## config.mk

```make
export PLATFORM = sky130hd
export DESIGN_NAME = sonic_eth_10g_tx_pause_frame_inserter
export DESIGN_NICKNAME = d
export VERILOG_FILES = /design/src/rtl/sonic_eth_10g_tx_pause_frame_inserter.sv
export SDC_FILE = /design/constraint.sdc
export NUM_CORES = 1
export LEC_CHECK = 0
export ABC_CLOCK_PERIOD_IN_PS = 2300
export CORE_MARGIN = 4
export CORE_UTILIZATION = 35
export CTS_BUF_LIST = sky130_fd_sc_hd__clkbuf_8
export CTS_CLUSTER_SIZE = 28
export DETAILED_ROUTE_END_ITERATION = 10
export GPL_ROUTABILITY_DRIVEN = 0
export PLACE_DENSITY = 0.76
export SYNTH_ARGS = -nofsm -noshare
export SYNTH_HDL_FRONTEND = slang
export SYNTH_SLANG_ARGS = --single-unit
```

## constraint.sdc

```tcl
create_clock -name clk -period 2.3 [get_ports clk]
set_clock_uncertainty 0.15 [all_clocks]
set_input_delay 0.345 -clock clk [delete_from_list [all_inputs] [get_ports clk]]
set_output_delay 0.345 -clock clk [all_outputs]
set_load 0.005 [all_outputs]
```

## src/rtl/sonic_eth_10g_tx_pause_frame_inserter.sv

```systemverilog
// 10G MAC TX stage: forwards client Avalon-ST packets untouched and slots an
// 802.3x PAUSE frame (60 bytes, FCS added downstream) in at packet boundaries.
//
// state    | meaning
// ---------+--------------------------------------------------------------
// ST_IDLE  | between packets; client passes through unless a frame is owed
// ST_PASS  | inside a client packet; requests are only latched
// ST_PAUSE | emitting the PAUSE frame, bcnt selects beat 0..7
module sonic_eth_10g_tx_pause_frame_inserter #(
  parameter logic [47:0] SRC_MAC  = 48'h000000000000,
  parameter logic [47:0] PAUSE_DA = 48'h0180C2000001
) (
  input  logic        clk,
  input  logic        reset_n,
  output logic        in_ready,
  input  logic        in_valid,
  input  logic [63:0] in_data,
  input  logic        in_error,
  input  logic        in_startofpacket,
  input  logic        in_endofpacket,
  input  logic [2:0]  in_empty,
  input  logic        out_ready,
  output logic        out_valid,
  output logic [63:0] out_data,
  output logic        out_error,
  output logic        out_startofpacket,
  output logic        out_endofpacket,
  output logic [2:0]  out_empty,
  input  logic        pause_req,
  input  logic [15:0] pause_quanta,
  output logic        pause_pending,
  output logic        pause_sent
);

  typedef enum logic [1:0] {
    ST_IDLE  = 2'd0,
    ST_PASS  = 2'd1,
    ST_PAUSE = 2'd2
  } state_t;

  state_t      state_q, state_d;
  logic [2:0]  bcnt_q, bcnt_d;
  logic        pending_q, pending_d;
  logic [15:0] quanta_q, quanta_d;
  logic [15:0] frame_quanta_q, frame_quanta_d;
  logic        pause_sent_q, pause_sent_d;

  logic        in_acc;
  logic        pass_en;

  assign pause_pending = pending_q;
  assign pause_sent    = pause_sent_q;

  // Output mux: client pass-through or PAUSE beat; everything forced low in reset.
  always_comb begin
    in_ready          = 1'b0;
    out_valid         = 1'b0;
    out_data          = 64'h0;
    out_error         = 1'b0;
    out_startofpacket = 1'b0;
    out_endofpacket   = 1'b0;
    out_empty         = 3'd0;
    pass_en           = 1'b0;
    if (reset_n) begin
      case (state_q)
        ST_IDLE:  pass_en = !pending_q;
        ST_PASS:  pass_en = 1'b1;
        default:  pass_en = 1'b0;
      endcase
      if (pass_en) begin
        in_ready          = out_ready;
        out_valid         = in_valid;
        out_data          = in_data;
        out_error         = in_error;
        out_startofpacket = in_startofpacket;
        out_endofpacket   = in_endofpacket;
        out_empty         = in_empty;
      end else if (state_q == ST_PAUSE) begin
        out_valid         = 1'b1;
        out_startofpacket = (bcnt_q == 3'd0);
        out_endofpacket   = (bcnt_q == 3'd7);
        out_empty         = (bcnt_q == 3'd7) ? 3'd4 : 3'd0;
        case (bcnt_q)
          3'd0:    out_data = {PAUSE_DA, SRC_MAC[47:32]};
          3'd1:    out_data = {SRC_MAC[31:0], 16'h8808, 16'h0001};
          3'd2:    out_data = {frame_quanta_q, 48'h0};
          default: out_data = 64'h0;
        endcase
      end
    end
  end

  assign in_acc = in_valid && in_ready;

  // Next-state: request latch, packet tracking and PAUSE beat sequencing.
  always_comb begin
    state_d        = state_q;
    bcnt_d         = bcnt_q;
    pending_d      = pending_q | pause_req;
    quanta_d       = pause_req ? pause_quanta : quanta_q;
    frame_quanta_d = frame_quanta_q;
    pause_sent_d   = 1'b0;
    case (state_q)
      ST_IDLE: begin
        if (pending_q) begin
          state_d   = ST_PAUSE;
          bcnt_d    = 3'd0;
          pending_d = 1'b0;
        end else if (in_acc && in_startofpacket && !in_endofpacket) begin
          // SOP wins over a same-cycle request; the frame follows this packet
          state_d = ST_PASS;
        end else if (pause_req) begin
          state_d   = ST_PAUSE;
          bcnt_d    = 3'd0;
          pending_d = 1'b0;
        end
      end
      ST_PASS: begin
        if (in_acc && in_endofpacket) begin
          if (pending_d) begin
            state_d   = ST_PAUSE;
            bcnt_d    = 3'd0;
            pending_d = 1'b0;
          end else begin
            state_d = ST_IDLE;
          end
        end
      end
      ST_PAUSE: begin
        // before b0 is taken a new request only refreshes this frame's quanta
        if (pause_req && bcnt_q == 3'd0 && !out_ready) pending_d = pending_q;
        if (out_ready) begin
          if (bcnt_q == 3'd0) frame_quanta_d = quanta_q;
          if (bcnt_q == 3'd7) begin
            pause_sent_d = 1'b1;
            bcnt_d       = 3'd0;
            if (pending_d) begin
              state_d   = ST_PAUSE;
              pending_d = 1'b0;
            end else begin
              state_d = ST_IDLE;
            end
          end else begin
            bcnt_d = bcnt_q + 3'd1;
          end
        end
      end
      default: begin
        state_d = ST_IDLE;
        bcnt_d  = 3'd0;
      end
    endcase
  end

  // Control registers; reset abandons any partial frame or packet.
  always_ff @(posedge clk or negedge reset_n) begin
    if (!reset_n) begin
      state_q        <= ST_IDLE;
      bcnt_q         <= 3'd0;
      pending_q      <= 1'b0;
      quanta_q       <= 16'h0;
      frame_quanta_q <= 16'h0;
      pause_sent_q   <= 1'b0;
    end else begin
      state_q        <= state_d;
      bcnt_q         <= bcnt_d;
      pending_q      <= pending_d;
      quanta_q       <= quanta_d;
      frame_quanta_q <= frame_quanta_d;
      pause_sent_q   <= pause_sent_d;
    end
  end

endmodule
```

# Yosys cells after proc, flatten, opt, wreduce, memory -nomap -nowiden
# Cells that the tools add are included.
[word_totals]
register_bits = 39
latch_bits = 0
mem_bits_rw = 0
rom_bits = 0
input_bits = 91
output_inout_bits = 74
elab_cells = 86
n_memories = 0
[op_classes]
addsub = 1
mul = 0
div = 0
n_lt_le_gt_ge = 0
eq_ne = 12
n_shift = 0
muxes = 52
bitwise = 1
n_reduce_logical = 14
[ops]
columns = ["op", "n"]
rows = [
  ["$mux 64", 3],
  ["$pmux 64 s3", 1],
  ["$mux 3", 11],
  ["$mux 1", 25],
  ["$mux 2", 8],
  ["$pmux 3 s3", 1],
  ["$logic_and 1x1->1", 6],
  ["$ne 2x2->1 const B", 3],
  ["$ne 3x3->1 const B", 2],
  ["$pmux 2 s3", 1],
  ["$reduce_and 5->1", 1],
  ["$ne 4x4->1 const B", 1],
  ["$reduce_and 4->1", 1],
  ["$add 3x1->3 const B", 1],
  ["$eq 3x1->1 const B", 1],
  ["$eq 3x2->1 const B", 1],
  ["$eq 3x3->1 const B", 1],
  ["$logic_not 1->1", 3],
  ["$logic_not 3->1", 1],
  ["$pmux 1 s3", 1],
  ["$reduce_and 3->1", 1],
  ["$eq 2x1->1 const B", 1],
  ["$eq 2x2->1 const B", 1],
  ["$logic_not 2->1", 1],
  ["3 further kinds", 3],
]

# Depth between registers and ports, before layout
[logic_depth]
depth_word = 11
mapped_depth = 6
mapped_depth_nobuf = 5

# Worst setup path before layout
# OpenSTA, ideal clock, no wires.
[synth_path]
path_kind = "register to output"
start = "reg bcnt_q[0]"
end = "out out_data[48]"
arrival_ps = 1360
required_time_ps = 1805
path_slack_ps = 445
path_stages_with_launch = 7
n_path_buf = 1
cell_sequence = "dfrtp_1 -> inv_1 -> ha_1 -> and4bb_2 -> and2_4 -> buf_6 -> a22o_1"
[synth_via]
elab_chain_len = 5
word_cells_on_any_way = 7
[synth_rtl]
columns = ["item", "line", "text"]
rows = [
  ["start, declared", "42", "logic [2:0] bcnt_q, bcnt_d;"],
  ["start signal, assigned", "166", "bcnt_q <= bcnt_d;"],
  ["$eq 3x2->1 (tied with other cells)", "83", "case (bcnt_q)"],
  ["$pmux 64 s3 (*)", "83", ""],
  ["$mux 64 (*)", "78", "end else if (state_q == ST_PAUSE) begin"],
  ["$mux 64 (*)", "70", "if (pass_en) begin"],
  ["$mux 64 (*)", "64", "if (reset_n) begin"],
  ["end, declared", "24", "output logic [63:0] out_data,"],
]
# Mark *: on every way between the ends. The rest lies on a longest branch, timed or not.

# Final worst setup path
[layout_path]
start = "reg state_q[1]"
end = "out out_data[54]"
[layout_via]
elab_chain_len = 5
word_cells_on_any_way = 8
[layout_rtl]
columns = ["item", "line", "text"]
rows = [
  ["start, declared", "41", "state_t state_q, state_d;"],
  ["start signal, assigned", "165", "state_q <= state_d;"],
  ["$eq 2x1->1 / $logic_not 2->1 (equally long branches)", "65", "case (state_q)"],
  ["$pmux 1 s2", "65", ""],
  ["$mux 1", "64", ""],
  ["$mux 64 (*)", "70", ""],
  ["$mux 64 (*)", "64", ""],
]
# Mark *: on every way between the ends. The rest lies on a longest branch, timed or not. The select of a mux whose other input is x is not followed.

==> results.sh <==
export IMPL_synth_edf_count=0
export IMPL_p_leak_nw=2.22
export IMPL_critPathLaunchType="register"
export IMPL_viasPerCell=4.85
export IMPL_period_needed_ns=2.34
export IMPL_criticalPathCategory="reg -> out"
export IMPL_nNetsFinal=522
export IMPL_die_x_um=92.5
export IMPL_total_power_mw=2.82
export IMPL_dp_slack_ns=-0.0257
export IMPL_cp_required_ns=1.80
export IMPL_num_vias=2539
export IMPL_synthesis_nets=324
export IMPL_yosys_top_cells_area="dfrtp_1 (39%), mux2_2 (13%), and2_4 (7.4%)"
export IMPL_drcViolationCount=0
export IMPL_grt_pass1_wl_um=13700
export IMPL_p_comb_share_pct=47.5
export IMPL_yosysTopAreaCellShare_pct=39.1
export IMPL_grt_ovfl_total=0
export IMPL_synth_xor_area_share_pct=0
export IMPL_grt_antenna_before_repair=0
export IMPL_synth_seq_area_share_pct=39.1
export IMPL_start_util_pct=36.3
export IMPL_met1_length_um=3470
export IMPL_synthAdderAreaFrac_pct=2.51
export IMPL_grt_util_all_layers_pct=20.2
export IMPL_post_drt_wl_per_cell_um=16.9
export IMPL_tritoncts="done"
export IMPL_fmax_mhz=428
export IMPL_worst_slack_ns=-0.0376
export IMPL_status="complete, but fails checks"
export IMPL_yosys_area_share_simple_pct=25.4
export IMPL_nFillCells=575
export IMPL_antenna_left=0
export IMPL_drive_gt1_share_pct=36.8
export IMPL_numPortBuffers=164
export IMPL_cts_sinks=39
export IMPL_grt_max_degree=29
export IMPL_drt_iter0_markers=56
export IMPL_clock_path_buffers=2
export IMPL_intPower_mw=1.91
export IMPL_synth_top_area_cell="dfrtp_1"
export IMPL_sw_frac_of_total_pct=32.5
export IMPL_met3_length_um=730
export IMPL_final_common_cell="clkdlybuf4s50_1"
export IMPL_path_clk_slew_ns=0.08
export IMPL_cts_max_level=2
export IMPL_cts_buffers=5
export IMPL_wl_met2_um=4540
export IMPL_synth_top_family_by_area="simple AND/OR/NAND/NOR gates"
export IMPL_insertion_delay_ns=0.29
export IMPL_drv_cap=0
export IMPL_dieArea_um2=8550
export IMPL_rows=30
export IMPL_synth_ff_type="dfrtp_1"
export IMPL_ioPinCount=165
export IMPL_grt_pass1_vias=2686
export IMPL_dp_hpwl_um=6220
export IMPL_seq_power_share_pct=36.4
export IMPL_synth_compound_gate_area_share_pct=11.6
export IMPL_layout_common_cells="clkdlybuf4s50_1 (91), dfrtp_1 (37), mux2_2 (28), dlygate4sd2_1 (27), buf_4 (27)"
export IMPL_p_switching_mw=0.918
export IMPL_relSlewSlack_pct=68.3
export IMPL_maxSlewViolCount=0
export IMPL_pwr_share_clk_pct=16.2
export IMPL_highest_layer="met4"
export IMPL_ys_ff_latch=39
export IMPL_rsz0062_at_grt="true"
export IMPL_diodes=0
export IMPL_syn2layout_area_growth_pct=81.8
export IMPL_crit_arrival_ns=1.84
export IMPL_hold_violations=0
export IMPL_core_area_um2=6870
export IMPL_yosys_warnings=0
export IMPL_synthMuxAreaShare_pct=15.4
export IMPL_syn_inst=228
export IMPL_synth_cell_area_um2=2500
export IMPL_dr_pass1_iters=4
export IMPL_fin_crit_sh_pct=102
export IMPL_die_y_um=92.5
export IMPL_tightest_slew_ns=0.470
export IMPL_p_per_area_nw_per_um2=622
export IMPL_hold_path_class="in -> async"
export IMPL_violations="negative setup slack"
export IMPL_cts_root_buf="clkbuf_8"
export IMPL_synth_async_reset_ratio_pct=100
export IMPL_setup_violations=7
export IMPL_syn_area_per_cell_um2=10.9
export IMPL_crit_path_end_kind="output pin"
export IMPL_finalWirelength_um=8850
export IMPL_critPathMaxFanout=5
export IMPL_synth_cell_types=39
export IMPL_ir_drop_mv=0.378
metal layers:
metal | GRT usage (%) | vias up
li1 | - | 1207
met4 | 6.06 | 0
met5 | 0 | -
met2 | 36.4 | 120
met3 | 5.85 | 8
met1 | 23.1 | 1204
final timing paths:
path	startpoint	end	slack (ns)	depth (start not counted)
min in group clk	quanta_q[0]	frame_quanta_q[0]	0.35	1
worst min-delay path	reset_n	pause_pending	0.13	3
max in group asynchronous	reset_n	quanta_q[0]	1.35	4
worst min register to register	quanta_q[0]	frame_quanta_q[0]	0.35	1
worst max register to register	bcnt_q[0]	frame_quanta_q[2]	0.45	6
worst max-delay path	state_q[1]	out_data[54]	-0.04	7
logic make-up after synthesis:
group / after synthesis
and+or+nand+nor: 90
AOI/OAI and AO/OA: 38
adders and majority gates: 5
buffers and inverters: 23
muxes: 33
DFF: 39
Yosys cell counts, types with 4 or more instances:
master    count
a31oi_1       5
nor3_1       10
and2_4       21
mux2_2       28
mux2_4        4
inv_1         4
nor3b_1       9
nand2_1       5
ha_1          5
and2_1       24
a22o_1       14
a32oi_1       5
dfrtp_1      39
a21boi_0      4
buf_6         7
buf_2         8
critical path: stages (launching register included):
cell and delay [ns]:
dfrtp_2 0.45, buf_4 0.15, and4bb_2 0.26, buf_6 0.12
and2_4 0.16, buf_6 0.12, a22o_1 0.18, buf_2 0.12
cell type report:
class	instances	area [um^2]	share of cell area [%]
clock buffers	5	68.8	1.52
clock inverters	3	20.0	0.441
inverters	5	18.8	0.414
multi-input cells	167	1450	31.9
flip-flops and latches	39	978	21.6
well taps	96	120	2.65
repair buffers	208	1880	41.5
registers in the layout, summed over array words and instances, names as in the netlist:
name            count
bcnt_q              3
quanta_q           16
state_q             2
pause_sent          1
frame_quanta_q     16
pause_pending       1
power by group through the flow:
stage	logic (mW)	clock network, mW	registers [mW]
4_1_cts	1.28	0.471	1.03
5_1_grt	1.47	0.500	1.05
3_3_place_gp	1.19	0	1.03
6_report	1.34	0.457	1.03
3_5_place_dp	1.22	0	1.04
2_1_floorplan	0.663	0	1.01
timing repair:
item                                   4_1_cts  5_1_grt
buffers inserted                            18        9
hold buffers                                 1        0
endpoints found under the hold margin       17        0
cloned                                       5        1
setup endpoints to repair                   72       67
gates resized for setup                    133       56
pin swaps                                    7       12
through the flow:
stage	hold slack [ns]	utilization, %	setup TNS [ns]	cell area, um^2	std cells
global route	0.141	66.0	-0.568	4540	523
finish	0.132	66.0	-0.133	4540	523
CTS	0.359	66.9	-2.26	4590	518
detailed placement	0.166	61.9	-0.0650	4260	486
floorplan	-0.101	-	0	2500	228
global placement	0.161	61.9	0	4260	486
(Power assumes the default switching activity.)
